`config.mk`:
```
export PLATFORM = sky130hd
export DESIGN_NAME = tl_probe_engine
export DESIGN_NICKNAME = d
export VERILOG_FILES = /design/src/rtl/tl_probe_engine.sv
export SDC_FILE = /design/constraint.sdc
export NUM_CORES = 1
export LEC_CHECK = 0
export ABC_AREA = 1
export CORE_AREA = 2 2 141 143
export DETAILED_ROUTE_END_ITERATION = 7
export DIE_AREA = 0 0 143 145
export SETUP_SLACK_MARGIN = 0.1
export SLEW_MARGIN = 20
export SYNTH_ARGS = -nofsm -noshare
export SYNTH_HDL_FRONTEND = slang
export SYNTH_SLANG_ARGS = --single-unit
```
`constraint.sdc`:
```
create_clock -name clk_i -period 4.2 [get_ports clk_i]
set_input_delay 0.84 -clock clk_i [delete_from_list [all_inputs] [get_ports clk_i]]
set_output_delay 0.84 -clock clk_i [all_outputs]
set_load 0.03 [all_outputs]
```
`src/rtl/tl_probe_engine.sv`:
```
// TileLink-C manager probe engine: fans a Probe out on B to a client subset, collects
// ProbeAck/ProbeAckData on C, forwards dirty beats to writeback and reports round completion.
module tl_probe_engine #(
  parameter int N_CLIENTS   = 2,
  parameter int ADDR_W      = 64,
  parameter int DATA_W      = 64,
  parameter int BLOCK_BYTES = 64,
  parameter int SRC_W       = 4,
  localparam int BEATS      = BLOCK_BYTES * 8 / DATA_W,
  localparam int SIZE       = $clog2(BLOCK_BYTES),
  localparam int BEAT_W     = (BEATS > 1) ? $clog2(BEATS) : 1
) (
  input  logic                 clk_i,
  input  logic                 rst_i,
  input  logic                 req_valid_i,
  output logic                 req_ready_o,
  input  logic [ADDR_W-1:0]    req_addr_i,
  input  logic [2:0]           req_cap_i,
  input  logic [N_CLIENTS-1:0] req_mask_i,
  output logic [N_CLIENTS-1:0] tl_b_valid_o,
  input  logic [N_CLIENTS-1:0] tl_b_ready_i,
  output logic [2:0]           tl_b_opcode_o,
  output logic [2:0]           tl_b_param_o,
  output logic [3:0]           tl_b_size_o,
  output logic [ADDR_W-1:0]    tl_b_address_o,
  input  logic                 tl_c_valid_i,
  output logic                 tl_c_ready_o,
  input  logic [2:0]           tl_c_opcode_i,
  input  logic [2:0]           tl_c_param_i,
  input  logic [SRC_W-1:0]     tl_c_source_i,
  input  logic [ADDR_W-1:0]    tl_c_address_i,
  input  logic [DATA_W-1:0]    tl_c_data_i,
  output logic                 wb_valid_o,
  input  logic                 wb_ready_i,
  output logic [DATA_W-1:0]    wb_data_o,
  output logic [BEAT_W-1:0]    wb_beat_o,
  output logic                 done_valid_o,
  input  logic                 done_ready_i,
  output logic                 done_dirty_o,
  output logic                 err_o
);

  localparam logic [BEAT_W-1:0] LAST_BEAT = BEAT_W'(BEATS - 1);

  typedef enum logic [1:0] {S_IDLE, S_ACTIVE, S_DONE} state_t;

  state_t                 r_state, w_state_nxt;
  logic [ADDR_W-1:0]      r_addr;
  logic [2:0]             r_cap;
  logic [N_CLIENTS-1:0]   r_pend_b, w_pend_b_nxt;
  logic [N_CLIENTS-1:0]   r_pend_ack, w_pend_ack_nxt;
  logic [BEAT_W-1:0]      r_beat, w_beat_nxt;
  logic                   r_dirty, w_dirty_nxt;
  logic                   r_lock_vld, w_lock_vld_nxt;
  logic [SRC_W-1:0]       r_lock_src, w_lock_src_nxt;

  logic [N_CLIENTS-1:0]   w_src_sel;
  logic                   w_active, w_req_fire;
  logic                   w_is_ack, w_is_data, w_well_formed, w_foreign;
  logic                   w_ack_ok, w_ack_stall, w_data_ok, w_bad;
  logic                   w_ack_fire, w_data_fire;
  logic                   w_unused;

  // One-hot decode of the responding source; no bit set means source is out of range.
  always_comb begin
    w_src_sel = '0;
    for (int i = 0; i < N_CLIENTS; i++) begin
      w_src_sel[i] = (tl_c_source_i == SRC_W'(i));
    end
  end

  assign w_active   = (r_state == S_ACTIVE);
  assign w_req_fire = req_valid_i && (r_state == S_IDLE);
  assign w_is_ack   = (tl_c_opcode_i == 3'd4);
  assign w_is_data  = (tl_c_opcode_i == 3'd5);

  assign w_well_formed = w_active && (|(w_src_sel & r_pend_ack)) && !(|(w_src_sel & r_pend_b))
                      && (tl_c_address_i == r_addr) && (w_is_ack || w_is_data);
  assign w_foreign   = r_lock_vld && (r_lock_src != tl_c_source_i);
  assign w_ack_ok    = w_well_formed && w_is_ack && !w_foreign;
  assign w_ack_stall = w_well_formed && w_is_ack && w_foreign;
  assign w_data_ok   = w_well_formed && w_is_data && !w_foreign;
  assign w_bad       = !(w_ack_ok || w_ack_stall || w_data_ok);

  assign w_ack_fire  = tl_c_valid_i && w_ack_ok;
  assign w_data_fire = tl_c_valid_i && w_data_ok && wb_ready_i;

  assign tl_c_ready_o = tl_c_valid_i && (w_ack_ok || w_bad || (w_data_ok && wb_ready_i));
  assign err_o        = tl_c_valid_i && w_bad;
  assign wb_valid_o   = tl_c_valid_i && w_data_ok;
  assign wb_data_o    = tl_c_data_i;
  assign wb_beat_o    = r_beat;

  assign req_ready_o    = (r_state == S_IDLE);
  assign tl_b_valid_o   = w_active ? r_pend_b : '0;
  assign tl_b_opcode_o  = w_active ? 3'd6 : 3'd0;
  assign tl_b_size_o    = w_active ? 4'(SIZE) : 4'd0;
  assign tl_b_param_o   = r_cap;
  assign tl_b_address_o = r_addr;
  assign done_valid_o   = (r_state == S_DONE);
  assign done_dirty_o   = done_valid_o && r_dirty;

  assign w_unused = ^{tl_c_param_i, req_addr_i[SIZE-1:0]};

  always_comb begin
    w_state_nxt    = r_state;
    w_pend_b_nxt   = r_pend_b;
    w_pend_ack_nxt = r_pend_ack;
    w_beat_nxt     = r_beat;
    w_dirty_nxt    = r_dirty;
    w_lock_vld_nxt = r_lock_vld;
    w_lock_src_nxt = r_lock_src;
    case (r_state)
      S_IDLE: begin
        if (req_valid_i) begin
          w_pend_b_nxt   = req_mask_i;
          w_pend_ack_nxt = req_mask_i;
          w_dirty_nxt    = 1'b0;
          w_state_nxt    = (req_mask_i == '0) ? S_DONE : S_ACTIVE;
        end
      end
      S_ACTIVE: begin
        w_pend_b_nxt = r_pend_b & ~tl_b_ready_i;
        // A ProbeAck can only pass while locked if it comes from the lock owner; free the lock.
        if (w_ack_fire) begin
          w_pend_ack_nxt = r_pend_ack & ~w_src_sel;
          w_lock_vld_nxt = 1'b0;
          w_beat_nxt     = '0;
        end
        if (w_data_fire) begin
          if (r_beat == LAST_BEAT) begin
            w_pend_ack_nxt = r_pend_ack & ~w_src_sel;
            w_dirty_nxt    = 1'b1;
            w_lock_vld_nxt = 1'b0;
            w_beat_nxt     = '0;
          end else begin
            w_beat_nxt     = r_beat + BEAT_W'(1);
            w_lock_vld_nxt = 1'b1;
            w_lock_src_nxt = tl_c_source_i;
          end
        end
        if ((w_pend_b_nxt == '0) && (w_pend_ack_nxt == '0)) begin
          w_state_nxt = S_DONE;
        end
      end
      S_DONE: begin
        if (done_ready_i) begin
          w_state_nxt = S_IDLE;
        end
      end
      default: w_state_nxt = S_IDLE;
    endcase
  end

  always_ff @(posedge clk_i or posedge rst_i) begin
    if (rst_i) begin
      r_state    <= S_IDLE;
      r_addr     <= '0;
      r_cap      <= '0;
      r_pend_b   <= '0;
      r_pend_ack <= '0;
      r_beat     <= '0;
      r_dirty    <= 1'b0;
      r_lock_vld <= 1'b0;
      r_lock_src <= '0;
    end else begin
      r_state    <= w_state_nxt;
      r_pend_b   <= w_pend_b_nxt;
      r_pend_ack <= w_pend_ack_nxt;
      r_beat     <= w_beat_nxt;
      r_dirty    <= w_dirty_nxt;
      r_lock_vld <= w_lock_vld_nxt;
      r_lock_src <= w_lock_src_nxt;
      if (w_req_fire) begin
        r_addr <= {req_addr_i[ADDR_W-1:SIZE], {SIZE{1'b0}}};
        r_cap  <= req_cap_i;
      end
    end
  end

endmodule
```
==> impl_metrics.ini, run 1 <==
[clock_network]
cts_max_path_buffers = 2
clk_latency_ps = 340
cts_tree = yes
post_cts_buffers = 0
cts_buffers = 9
htreeDepth = 3
clock-root-buffer = clkbuf_16
clock_sinks = 76
clk_pin_slew_worst_paths_ps = 70

[global_routing]
overflow = 0
grt_pass1_wl_um = 25800
grt_pass1_vias = 4729
grt_max_degree = 48
antenna_found_initial = 0
grt.total_usage = 0.165

[yosys]
synth.area.top_cells = dfrtp_1 38%, nand2_1 21%, buf_4 12%
synth_cells = 714
synth_edf_count = 0
synth_top_cell_area_share = 0.384
synthArstFlopShare = 1.00
ys_warn_count = 0
synth_area_leader_cell = dfrtp_1
synthFlopType = dfrtp_1
avgSynthCellArea_um2 = 6.94
syn_area_mm2 = 0.00496
ys_ff_latch = 76
seq_area_frac_synth = 0.384
synth_cell_types = 27

[timing]
final.period_utilization = 0.911
max_clock_freq_mhz = 261
worstMarginPinSlew_ps = 768
finalMaxSlewViolations = 0
hold_viol = 0
hold_ws_ps = 483
final.min_clock_period_ps = 3830
clock-skew-final_ps = 10.8
maxSlewHeadroom = 0.487
setup_viol = 0
rsz0062_at_grt = no

[layout]
layout_common_cells = 277 x nand2_1, 214 x clkdlybuf4s50_1, 94 x inv_1
n_antenna_cell = 0
drive_above_1_share = 0.0649
layout_commonest_cell = nand2_1
nNetsFinal = 1106
syn_to_final_growth_pct = 49.5
finish.utilization = 0.386

[setup_path]
start_kind = input pin
worstPathArrival_ps = 2990
cp.required_ps = 3360
cp-end-kind = primary output
path_max_fanout = 4
crit_type = input pin to primary output

[placed_design]
gp_congestion = 0.839
hpwl_um = 13900
port_buffers = 217

[hold_path]
hp-class = flip-flop to flip-flop

[power]
peakVddDrop_mv = 0.399
powerDensity_mw_per_mm2 = 659
leakagePower_uw = 0.00355

[die]
die-area_mm2 = 0.0207
rows = 51
fp.dieH_um = 145
start_util = 0.258
io_pins = 364
core-area_mm2 = 0.0192
die_x_um = 143

[route]
ant_nets = 0
wl_um = 17000
post-route-drc-count = 0
drt_iter0_drc = 142
dr_total_vias = 4776
via_per_inst = 4.12
first_pass_iters = 4
wl_per_cell_um = 14.7

[flow_run]
max_cap_viol_count = 0

[status]
status = finished clean
## final cells by class
cell class	instances	area [um2]
Fill cell	2038	11800
Timing Repair Buffer	245	2370
Multi-Input combinational cell	461	2130
Sequential cell	76	1900
Inverter	96	362
Tap cell	265	332
Clock buffer	9	225
Clock inverter	6	88.8
## what timing repair did
action	4_1_cts	5_1_grt
hold buffers	0	0
gates resized for setup	3	8
cloned	0	0
endpoints found under the hold margin	0	0
endpoints found under the setup margin	3	2
## sequential cells by signal (all words and copies together), names as in the netlist, 2 cells and up
signal,flops
tl_b_address_o,58
r_lock_src,4
tl_b_param_o,3
wb_beat_o,3
r_pend_ack,2
r_pend_b,2
r_state,2
## metal layers
| metal | share of wire | track usage |
|---|---|---|
| met1 | 0.42 | 0.194 |
| met2 | 0.46 | 0.269 |
| met3 | 0.073 | 0.0442 |
| met4 | 0.048 | 0.0950 |
| met5 | 0 | 0 |
## cell families after synthesis
logic type / synth area share
adders and majority gates: 0.00505
DFF: 0.384
and+or+nand+nor: 0.303
AOI/OAI and AO/OA: 0.0472
buffers and inverters: 0.198
xor gates and xnor gates: 0.0619
other: 0.000757
## cell usage after synthesis, types with 3 or more instances
cell type,number
nor2_2,5
xor2_1,3
nand4_1,12
o21ai_0,30
buf_4,77
dfrtp_1,76
nand2_1,277
clkbuf_1,10
xnor2_1,32
a21oi_1,7
and2_1,4
inv_1,95
nor2_1,47
a22oi_1,4
nand3_1,13
nor3_1,6
## stage by stage
step	worst slack [ps]	power (uW)	TNS [ps]	instances	instance area (um2)
floorplan	1160	2960	0	722	4990
global placement	-61.9	4040	-99.3	1143	7080
detailed placement	-113	4070	-140	1143	7080
CTS	146	4950	0	1158	7390
global route	218	5230	0	1158	7410
finish	374	4880	0	1158	7410
## path summary, 6_finish.rpt
| check | from | endpoint | slack (ps) | depth (start not counted) |
|---|---|---|---|---|
| hold / removal | r_lock_vld$_DFFE_PP0P_ | r_lock_vld$_DFFE_PP0P_ | 480 | 2 |
| max in group asynchronous | rst_i | tl_b_address_o[22]$_DFFE_PP0P_ | 2750 | 3 |
| setup / recovery | tl_c_address_i[14] | wb_valid_o | 370 | 13 |
| min in group asynchronous | rst_i | tl_b_address_o[15]$_DFFE_PP0P_ | 920 | 3 |
| setup reg to reg | tl_b_address_o[14]$_DFFE_PP0P_ | r_state[1]$_DFFE_PP0P_ | 1840 | 17 |
| hold reg to reg | r_lock_vld$_DFFE_PP0P_ | r_lock_vld$_DFFE_PP0P_ | 480 | 2 |
## power by group
part	total (uW)	internal, uW	switching (uW)
Combinational	2700	1100	1610
Sequential	1320	1040	279
Clock	852	519	333
## worst max-delay path, cell delays in order
cell and delay [ps]:
clkdlybuf4s50_1 490, inv_1 50, nand2_1 50, nand4_1 180, buf_4 200, nor2_1 80, nand2_1 50, nor2_1 130
nand2_1 80, nor2_2 220, nand3_1 160, inv_1 70, dlygate4sd2_1 400
Power figures use the tool's default switching activity.
==> inputs of run 2 (changes only) <==
DONT_BUFFER_PORTS = 1   (was unset)
==> run 2 against run 1 <==
Final cell count is 21% lower. Via count shrank 17%. Count of clock-buffer cells in the layout increased by 1.
==> impl_metrics.ini, run 2 (same netlist as run 1, synthesis figures left out) <==
[flow_run]
max_cap_viol_count = 0

[setup_path]
critPathBufInv = 0
cp_common_cell = nand3_1
rr_worst_depth = 15
slowest_stage = dfrtp_1
start_kind = flip-flop
path_cells = xnor2_1 -> nand4_1 -> nor4_1 -> nor3b_1 -> nor2b_1 -> nand3_1 -> nand3_1 -> nand2_1
cpPeakStageDelay_ps = 510
worstPathArrival_ps = 2750
path_max_fanout = 3
rrSetupSlack_ps = 1660
cp.required_ps = 3360
r2r_end = r_state[1]$_DFFE_PP0P_
crit_family = simple AND/OR/NAND/NOR gates
crit_type = flip-flop to primary output
r2r_start = tl_b_address_o[54]$_DFFE_PP0P_
cp-end-kind = primary output

[clock_network]
clock-root-buffer = clkbuf_16
clk_pin_slew_worst_paths_ps = 70
cts_max_path_buffers = 2
post_cts_buffers = 0
cts_tree = yes
htreeDepth = 3
clk_latency_ps = 340
clock_sinks = 76
cts_resized = 0
cts_buffers = 9
postCtsHoldBufs = 0

[global_routing]
grt_max_degree = 56
overflow = 0
antenna_found_initial = 0
grt.total_usage = 0.152
grt_pass1_wl_um = 23100
grt_pass1_vias = 3980

[layout]
largest_reg_flops = 58
drive_above_1_share = 0.0414
layout_commonest_cell = nand2_1
syn_to_final_growth_pct = 1.87
finish.utilization = 0.263
layout_common_cells = 277 x nand2_1, 94 x inv_1, 76 x dfrtp_1
post-route-cell-area_mm2 = 0.00505
nNetsFinal = 864
n_antenna_cell = 0

[timing]
rsz0062_at_grt = no
finalMaxSlewViolations = 0
clock-skew-final_ps = 12.6
tns_ps = 0
max_clock_freq_mhz = 278
worstMarginPinSlew_ps = 984
maxSlewHeadroom = 0.343
setup_viol = 0
hold_viol = 0
final.period_utilization = 0.855
fin_ws_ps = 608
final.min_clock_period_ps = 3590

[placed_design]
place_area_mm2 = 0.00473
port_buffers = 0
gp_congestion = 0.835
hpwl_um = 12900
place_ws_ps = 595

[power]
leakagePower_uw = 0.00258
peakVddDrop_mv = 0.294
powerDensity_mw_per_mm2 = 807

[route]
drt_iter0_drc = 150
ant_nets = 0
post-route-drc-count = 0
first_pass_iters = 4
wl_per_cell_um = 17.1
dr_total_vias = 3967
via_per_inst = 4.33
wl_um = 15700

[die]
die_x_um = 143
io_pins = 364
die-area_mm2 = 0.0207
rows = 51
fp.dieH_um = 145
core-area_mm2 = 0.0192
start_util = 0.258

[status]
status = finished clean

[hold_path]
hp-class = input pin to async pin
==> run 2: cell count changes in the layout (fill, tap and decap cells not counted), sizes merged <==
cell,delta
clkdlybuf4s50,-214
clkbuf,-1
dlygate4sd2,-1
clkinv,+1
inv,-1
buf,-25
==> run 2: worst reg2reg max path, delay by kind of cell, from the launching register on <==
kind          cells  cell delay [ps]
simple gates     14             1560
flops             1              510
xor+xnor          1              410
==> run 2: final cells by class <==
class	instances	area, um2
flip-flops and latches	76	1900
clock inverters	6	88.8
repair buffers	3	35.0
inverters	96	362
clock buffers	10	229
well taps	265	332
fillers	2113	14200
multi-input cells	461	2100
==> run 2: how the worst max path moves through the flow <==
stage / end / from / depth (start not counted) / slack, ps
3_5_place_dp: tl_c_ready_o / tl_c_address_i[55] / 8 / 600
3_3_place_gp: tl_c_ready_o / tl_c_address_i[55] / 8 / 580
5_1_grt: tl_c_ready_o / tl_b_address_o[55]$_DFFE_PP0P_ / 8 / 290
4_1_cts: tl_c_ready_o / tl_b_address_o[55]$_DFFE_PP0P_ / 8 / 450
2_1_floorplan: tl_c_ready_o / tl_c_source_i[2] / 13 / 1160
6_report: tl_c_ready_o / tl_b_address_o[54]$_DFFE_PP0P_ / 8 / 610
==> run 2: where the power goes <==
part,switching (uW),internal [uW],leakage (uW)
sequential,907,1030,0.000933
clock,324,521,0.000149
combinational,883,408,0.00149
==> run 2: metrics by stage <==
| stage | cells | hold WS [ps] | total power [uW] |
|---|---|---|---|
| 6_report | 917 | 456 | 4080 |
| 3_3_place_gp | 901 | 452 | 3240 |
| 3_5_place_dp | 901 | 456 | 3280 |
| 5_1_grt | 917 | 485 | 4410 |
| 4_1_cts | 917 | 474 | 4150 |
| 2_1_floorplan | 722 | 436 | 2960 |
==> run 2: layer usage <==
layer	GRT usage	up-vias	wire (um)
li1	-	1933	-
met1	0.175	1778	6280
met2	0.244	193	7280
met3	0.0515	63	1320
met4	0.0871	0	794
met5	0	-	0
==> inputs of run 3 (changes only) <==
CTS_CLUSTER_DIAMETER = 150   (was unset)
GPL_ROUTABILITY_DRIVEN = 1   (was unset)
==> results of run 3 <==
No change in the layout: final DEF, timing and power equal those of run 2.
